===== src/rtl/multicycle_control.sv =====
// Multicycle MIPS-subset control FSM: state-decoded datapath controls, registered illegal_op pulse.
// Memory states stall until mem_ready (unless MEM_WAIT_EN=0); rst forces every control output low.
module multicycle_control #(
    parameter bit MEM_WAIT_EN = 1'b1
) (
    input  logic       clk,
    input  logic       rst,
    input  logic [5:0] opcode,
    input  logic       mem_ready,
    output logic       PCWrite,
    output logic       PCWriteCond,
    output logic       IorD,
    output logic       MemRead,
    output logic       MemWrite,
    output logic       MemtoReg,
    output logic       IRWrite,
    output logic       ALUSrcA,
    output logic       RegWrite,
    output logic       RegDst,
    output logic [1:0] PCSource,
    output logic [1:0] ALUOp,
    output logic [1:0] ALUSrcB,
    output logic       illegal_op,
    output logic [3:0] state
);

    typedef enum logic [3:0] {
        FETCH  = 4'd0,
        DECODE = 4'd1,
        MEMADR = 4'd2,
        MEMRD  = 4'd3,
        MEMWB  = 4'd4,
        MEMWR  = 4'd5,
        EXEC   = 4'd6,
        ALUWB  = 4'd7,
        BRANCH = 4'd8,
        JUMP   = 4'd9
    } state_t;

    typedef enum logic [1:0] {
        CLS_NONE = 2'd0,
        CLS_LW   = 2'd1,
        CLS_SW   = 2'd2
    } cls_t;

    localparam logic [5:0] OP_LW    = 6'b100011;
    localparam logic [5:0] OP_SW    = 6'b101011;
    localparam logic [5:0] OP_RTYPE = 6'b000000;
    localparam logic [5:0] OP_BEQ   = 6'b000100;
    localparam logic [5:0] OP_J     = 6'b000010;

    state_t cur;
    cls_t   cls;
    logic   illegal_q;
    logic   ready;

    assign ready = mem_ready | ~MEM_WAIT_EN;

    // The load/store class is captured in DECODE so MEMADR never looks at opcode again.
    always_ff @(posedge clk) begin
        if (rst) begin
            cur       <= FETCH;
            cls       <= CLS_NONE;
            illegal_q <= 1'b0;
        end else begin
            illegal_q <= 1'b0;
            case (cur)
                FETCH:  if (ready) cur <= DECODE;
                DECODE: begin
                    cls <= CLS_NONE;
                    case (opcode)
                        OP_LW:    begin cls <= CLS_LW; cur <= MEMADR; end
                        OP_SW:    begin cls <= CLS_SW; cur <= MEMADR; end
                        OP_RTYPE: cur <= EXEC;
                        OP_BEQ:   cur <= BRANCH;
                        OP_J:     cur <= JUMP;
                        default:  begin cur <= FETCH; illegal_q <= 1'b1; end
                    endcase
                end
                MEMADR: begin
                    if (cls == CLS_SW)      cur <= MEMWR;
                    else if (cls == CLS_LW) cur <= MEMRD;
                    else                    cur <= FETCH;
                end
                MEMRD:  if (ready) cur <= MEMWB;
                MEMWR:  if (ready) cur <= FETCH;
                EXEC:   cur <= ALUWB;
                default: cur <= FETCH;
            endcase
        end
    end

    always_comb begin
        PCWrite     = 1'b0;
        PCWriteCond = 1'b0;
        IorD        = 1'b0;
        MemRead     = 1'b0;
        MemWrite    = 1'b0;
        MemtoReg    = 1'b0;
        IRWrite     = 1'b0;
        ALUSrcA     = 1'b0;
        RegWrite    = 1'b0;
        RegDst      = 1'b0;
        PCSource    = 2'b00;
        ALUOp       = 2'b00;
        ALUSrcB     = 2'b00;
        if (!rst) begin
            case (cur)
                FETCH: begin
                    MemRead = 1'b1;
                    ALUSrcB = 2'b01;
                    IRWrite = ready;
                    PCWrite = ready;
                end
                DECODE: ALUSrcB = 2'b11;
                MEMADR: begin
                    ALUSrcA = 1'b1;
                    ALUSrcB = 2'b10;
                end
                MEMRD: begin
                    MemRead = 1'b1;
                    IorD    = 1'b1;
                end
                MEMWB: begin
                    RegWrite = 1'b1;
                    MemtoReg = 1'b1;
                end
                MEMWR: begin
                    MemWrite = 1'b1;
                    IorD     = 1'b1;
                end
                EXEC: begin
                    ALUSrcA = 1'b1;
                    ALUOp   = 2'b10;
                end
                ALUWB: begin
                    RegWrite = 1'b1;
                    RegDst   = 1'b1;
                end
                BRANCH: begin
                    ALUSrcA     = 1'b1;
                    ALUOp       = 2'b01;
                    PCWriteCond = 1'b1;
                    PCSource    = 2'b01;
                end
                JUMP: begin
                    PCWrite  = 1'b1;
                    PCSource = 2'b10;
                end
                default: ;
            endcase
        end
    end

    assign illegal_op = illegal_q & ~rst;
    assign state      = cur;

endmodule


===== config.mk =====
export PLATFORM = sky130hd
export DESIGN_NAME = multicycle_control
export DESIGN_NICKNAME = d
export VERILOG_FILES = /design/src/rtl/multicycle_control.sv
export SDC_FILE = /design/constraint.sdc
export NUM_CORES = 1
export LEC_CHECK = 0
export BUFFER_PORTS_ARGS = -buffer_cell sky130_fd_sc_hd__buf_4
export CORE_MARGIN = 5
export CORE_UTILIZATION = 43
export CTS_BUF_LIST = sky130_fd_sc_hd__clkbuf_2 sky130_fd_sc_hd__clkbuf_4 sky130_fd_sc_hd__clkbuf_8
export CTS_CLUSTER_DIAMETER = 80
export DETAILED_ROUTE_END_ITERATION = 8
export PLACE_DENSITY = 0.78
export SYNTH_ARGS = -nofsm -noshare
export SYNTH_HDL_FRONTEND = slang
export SYNTH_SLANG_ARGS = --single-unit
export TNS_END_PERCENT = 20

===== constraint.sdc =====
create_clock -name clk -period 3.1 [get_ports clk]
set_input_delay 0.465 -clock clk [delete_from_list [all_inputs] [get_ports clk]]
set_output_delay 0.465 -clock clk [all_outputs]
set_load 0.01 [all_outputs]

==> results_dict.tcl, run 1 <==
set metrics [dict create \
    p_sw_w 0.00006635 \
    synth_area_um2 625.6 \
    clkSinkCount 7 \
    die_x_um 48.14 \
    initial_utilization 0.4690 \
    grt_pass1_vias 612 \
    synth_cell_types 35 \
    cts_resized 0 \
    cts_made_buffers 3 \
    synth-compound-area-share 0.1660 \
    gp_congestion 0.7497 \
    period_minus_slack_ps 2063 \
    cts.clk_slew.worst_paths_ps 50 \
    p_leak_nw 0.3690 \
    yosysTopAreaCellShare 0.2240 \
    first_pass_iters 4 \
    die-area_um2 2317 \
    hold_depth 2 \
    worst_ir_drop_vdd_mv 0.1769 \
    skew_ps 2.244 \
    synth-async-reset-ratio 0 \
    worstHoldStart "opcode[4]" \
    hold_buffers 0 \
    grt_overflow 0 \
    post-cts-setup-buffer-count 0 \
    post-route-drc-count 0 \
    hold_viol 0 \
    grt_pass1_wl_mm 2.594 \
    diodes 0 \
    seq_area_frac_synth 0.2240 \
    hold_end "state[3]$_SDFFE_PP0P_" \
    finalNonFillerCells 125 \
    outcome "complete, no violations" \
    finalPower_w 0.0002441 \
    avgViaCountPerCell 5.752 \
    synthMuxAreaShare 0 \
    synth_most_common_cell "nor2_1" \
    synthTopCellsByCount "9 x nor2_1, 8 x nor4_1, 7 x dfxtp_1" \
    rr_endpoint "state[1]$_SDFFE_PP0P_" \
    sw_frac_of_total 0.2717 \
    slowest_stage "dfxtp_1" \
    reg2regPathDepth 4 \
    crit_type "reg -> out" \
    finalCritPeriodShare 0.6654 \
    syn2layout_area_growth_pct 36.40 \
    nFillCells 133 \
    maxSlewViolCount 0 \
    drive_above_1_share 0.3273 \
    dp.cells 121 \
    worst_pin_slew_ps 599.8 \
    core_um2 1334 \
    combPwrFrac 0.227 \
    tns_ps 0 \
    grtUsageTotal 0.1615 \
    yosys.area_share.simple 0.4280 \
    path_delay_family "flip-flops" \
    clkLatencyLatePin_ps 250 \
    drt-total-wl_mm 1.668 \
    rows 13 \
    grt_max_degree 21 \
    synth_fa_ha_area_frac 0.04000 \
    cts_tree "built" \
    ys.flop_type "dfxtp_1" \
    rrSetupSlack_ps 1300 \
    syn_nets 96 \
    power_density_nw_per_um2 286.1 \
    crit_buf_inv 1 \
    yosys_register_bits 7 \
    slew-limit-headroom 0.5996 \
    antenna_left 0 \
    cts_root_buf "clkbuf_4" \
    required_ps 2630 \
    power_frac_seq 0.407 \
    die_y_um 48.14 \
    hpwlAfterDp_mm 1.288 \
    rr_startpoint "state[0]$_SDFFE_PP0P_" \
    crit_path_cell_trace "nand2b_1 > nor4b_1 > buf_4" \
    seqCellArea_um2 140.1 \
    yosys.area_share.xor_xnor 0.05600 \
    multi_input_area_um2 431.7 \
    clk_path_buf_depth 2 \
    max_cap_violations 0 \
    synth.area.top_cells "dfxtp_1 22%, nor4_1 8.0%, nor2_1 5.4%" \
    cp.arrival_ps 1600 \
    worstSetupStartpointType "register" \
    portBuffers 29 \
    synth_edf_count 0 \
    synth_top_family_by_area "simple AND/OR/NAND/NOR gates" \
    antenna_found_initial 0 \
    yosys_warnings 0 \
    num_vias 719 \
    routedWlPerCell_um 13.34 \
    rsz0062_at_grt "false" \
    ios 30 \
    initialDrtViolationCount 7 \
    hold_path_class "in -> reg" \
    setup_viol 0 \
    synth_top_cell_by_area "dfxtp_1" \
    cpPeakStageDelay_ps 700 \
    synthCells 85 \
    p_clk_frac 0.366 \
    critPathCaptureType "primary output" \
    power.internal_w 0.0001778 \
    htree_levels 1 \
    avgSynthCellArea_um2 7.360 \
    nets 122 \
    fmax_ghz 0.4848 \
    path_max_fanout 19 \
]
[registers in the layout, summed over array words and instances (netlist names)]
register / cells
cls: 2
illegal_q: 1
state: 4
[worst max path at each step]
stage	endpoint	depth (start not counted)	slack, ps	startpoint
floorplan	PCSource[0]	4	1220	rst
global placement	PCSource[1]	3	1320	state[0]$_SDFFE_PP0P_
detailed placement	PCSource[1]	3	1320	state[0]$_SDFFE_PP0P_
CTS	PCSource[1]	3	1040	state[0]$_SDFFE_PP0P_
global route	PCSource[1]	3	910	state[0]$_SDFFE_PP0P_
finish	PCSource[1]	3	1040	state[0]$_SDFFE_PP0P_
[metrics by stage]
| step | hold slack [ps] | area, um^2 | util | setup WS, ps |
|---|---|---|---|---|
| floorplan | 478.7 | 625.6 | - | 1223 |
| global placement | 520.9 | 823.3 | 0.6173 | 1320 |
| detailed placement | 530.3 | 823.3 | 0.6173 | 1319 |
| CTS | 418.8 | 853.3 | 0.6398 | 1042 |
| global route | 415.0 | 853.3 | 0.6398 | 912.9 |
| finish | 419.7 | 853.3 | 0.6398 | 1037 |
[layout by cell type (no fill, tap or decap), types with 3 or more instances in the layout]
cell,instances
a21oi_1,3
buf_4,29
clkbuf_4,4
dfxtp_1,7
inv_1,4
nand2_1,4
nand2b_1,4
nor2_1,9
nor3_1,6
nor4_1,8
[cells by family after synthesis]
| kind of cell | after synthesis |
|---|---|
| flops | 7 |
| xor+xnor | 4 |
| fa+ha+maj | 2 |
| buf+inv | 12 |
| compound gates | 15 |
| simple gates | 45 |
[per-layer routing]
layer  GRT usage  routed length (um)
met1      0.1978                 701
met2      0.2552                 777
met3     0.03690                 161
met4     0.09677                  28
met5           0                   0
[power by group through the flow]
stage	clock network (W)	registers [W]	logic (W)
finish	0.0000894	0.0000994	0.0000554
global route	0.0000972	0.0000999	0.0000604
CTS	0.0000920	0.0000991	0.0000557
detailed placement	0	0.000101	0.0000554
global placement	0	0.000101	0.0000543
floorplan	0	0.0000959	0.0000359
[cell type report]
class	instances	share of cell area
inverter	4	0.01760
timing repair buffer	29	0.2551
sequential	7	0.1642
clock buffer	4	0.03519
tap	15	0.02199
multi-input combinational	66	0.5059
No activity file was read; power rests on OpenSTA's default activity.
==> inputs of run 2 (changes only) <==
clock period = 1.92 ns   (was 3.1 ns; I/O delays follow)
==> run 2 against run 1 <==
  * Via count rose by 1.7%
  * Largest cell class unchanged
  * Design area up 2.8%
  * Utilization increased by 1.8 points
  * First-iteration DRC count fell by 43%
  * Total power grew 65%
  * Worst hold slack worse by 180 ps
==> results_dict.tcl, run 2 (synthesis results as in run 1) <==
set metrics [dict create \
    hold_path_class "in -> reg" \
    ios 30 \
    largest_reg_flops 4 \
    grt_pass1_wl_mm 2.691 \
    rows 13 \
    grt_max_degree 21 \
    die_x_um 48.14 \
    hold_viol 0 \
    drt-total-wl_mm 1.775 \
    dp.cells 124 \
    post-cts-setup-buffer-count 0 \
    worstSetupStartpointType "register" \
    max_cap_violations 0 \
    hold_buffers 0 \
    grtUsageTotal 0.1697 \
    maxSlewViolCount 0 \
    clk_path_buf_depth 2 \
    critPathCaptureType "primary output" \
    tns_ps 0 \
    gp_congestion 0.7680 \
    hpwlAfterDp_mm 1.394 \
    finalCritPeriodShare 0.9255 \
    num_vias 731 \
    diodes 0 \
    syn2layout_area_growth_pct 40.20 \
    cts_tree "built" \
    finalNonFillerCells 128 \
    first_pass_iters 2 \
    setup_viol 0 \
    path_max_fanout 12 \
    grt_overflow 0 \
    final_common_cell "buf_4" \
    cts.clk_slew.worst_paths_ps 50 \
    die_y_um 48.14 \
    grt_pass1_vias 640 \
    crit_type "reg -> out" \
    worst_ir_drop_vdd_mv 0.3996 \
    antenna_found_initial 0 \
    initialDrtViolationCount 4 \
    clkLatencyLatePin_ps 250 \
    most-common-layout-cells "32 x buf_4, 9 x nor2_1, 8 x nor4_1, 6 x nor3_1, 6 x dfxtp_1" \
    skew_ps 2.888 \
    clkSinkCount 7 \
    cp.arrival_ps 1490 \
    htree_levels 1 \
    post-route-drc-count 0 \
    nets 125 \
    required_ps 1630 \
    cts_resized 1 \
    initial_utilization 0.4690 \
    power_density_nw_per_um2 459.3 \
    rsz0062_at_grt "false" \
    drive_above_1_share 0.3540 \
    core_um2 1334 \
    routedWlPerCell_um 13.87 \
    cts_root_buf "clkbuf_4" \
    slew-limit-headroom 0.7535 \
    avgViaCountPerCell 5.711 \
    worst_pin_slew_ps 360.5 \
    period_minus_slack_ps 1777 \
    antenna_left 0 \
    fmax_ghz 0.5628 \
    portBuffers 29 \
    outcome "complete, no violations" \
    cts_made_buffers 3 \
    die-area_um2 2317 \
    p_leak_nw 0.3856 \
]
## run 2: final cells by class
| cell class | count | area, um^2 |
|---|---|---|
| well taps | 15 | 18.77 |
| flip-flops and latches | 7 | 141.4 |
| inverters | 4 | 15.01 |
| repair buffers | 32 | 240.2 |
| fillers | 134 | 456.7 |
| clock buffers | 4 | 30.03 |
| multi-input cells | 66 | 431.7 |
## run 2: worst paths after layout
| check | cells past startpoint | slack [ps] | start | end |
|---|---|---|---|---|
| min reg2reg | 2 | 560 | cls[0]$_SDFFE_PP0N_ | cls[0]$_SDFFE_PP0N_ |
| max reg2reg | 4 | 320 | state[0]$_SDFFE_PP0P_ | state[0]$_SDFFE_PP0P_ |
| max | 4 | 140 | state[0]$_SDFFE_PP0P_ | MemRead |
| min | 2 | 240 | opcode[4] | state[3]$_SDFFE_PP0P_ |
## run 2: report_power, final
group	switching, W	internal, W
clock network	0.0000555	0.0000935
logic	0.0000505	0.0000472
registers	0.00000706	0.000149
total	0.000113	0.000290
## run 2: per-layer routing
| layer | global-route usage | up-vias | part of all wire |
|---|---|---|---|
| met4 | 0.1237 | 0 | 0.021 |
| met2 | 0.3047 | 26 | 0.49 |
| li1 | - | 372 | - |
| met3 | 0.02583 | 5 | 0.090 |
| met1 | 0.1752 | 328 | 0.40 |
| met5 | 0 | - | 0 |
## run 2: worst max-delay path, cell delays in order, from the launching register on
cell	delay, ps
dfxtp_1	540
buf_4	230
xor2_1	90
nor4_1	210
buf_4	170
## run 2: stage by stage
stage	util	power (W)	hold slack [ps]	setup slack [ps]	cell area, um^2
after floorplan	-	0.0002127	364.2	263.8	625.6
after global placement	0.6341	0.0002540	502.6	367.7	845.8
after detailed placement	0.6341	0.0002565	501.2	267.1	845.8
after CTS	0.6576	0.0004072	234.1	134.3	877.1
after global routing	0.6576	0.0004291	228.9	10.87	877.1
final	0.6576	0.0004029	243.5	143.0	877.1
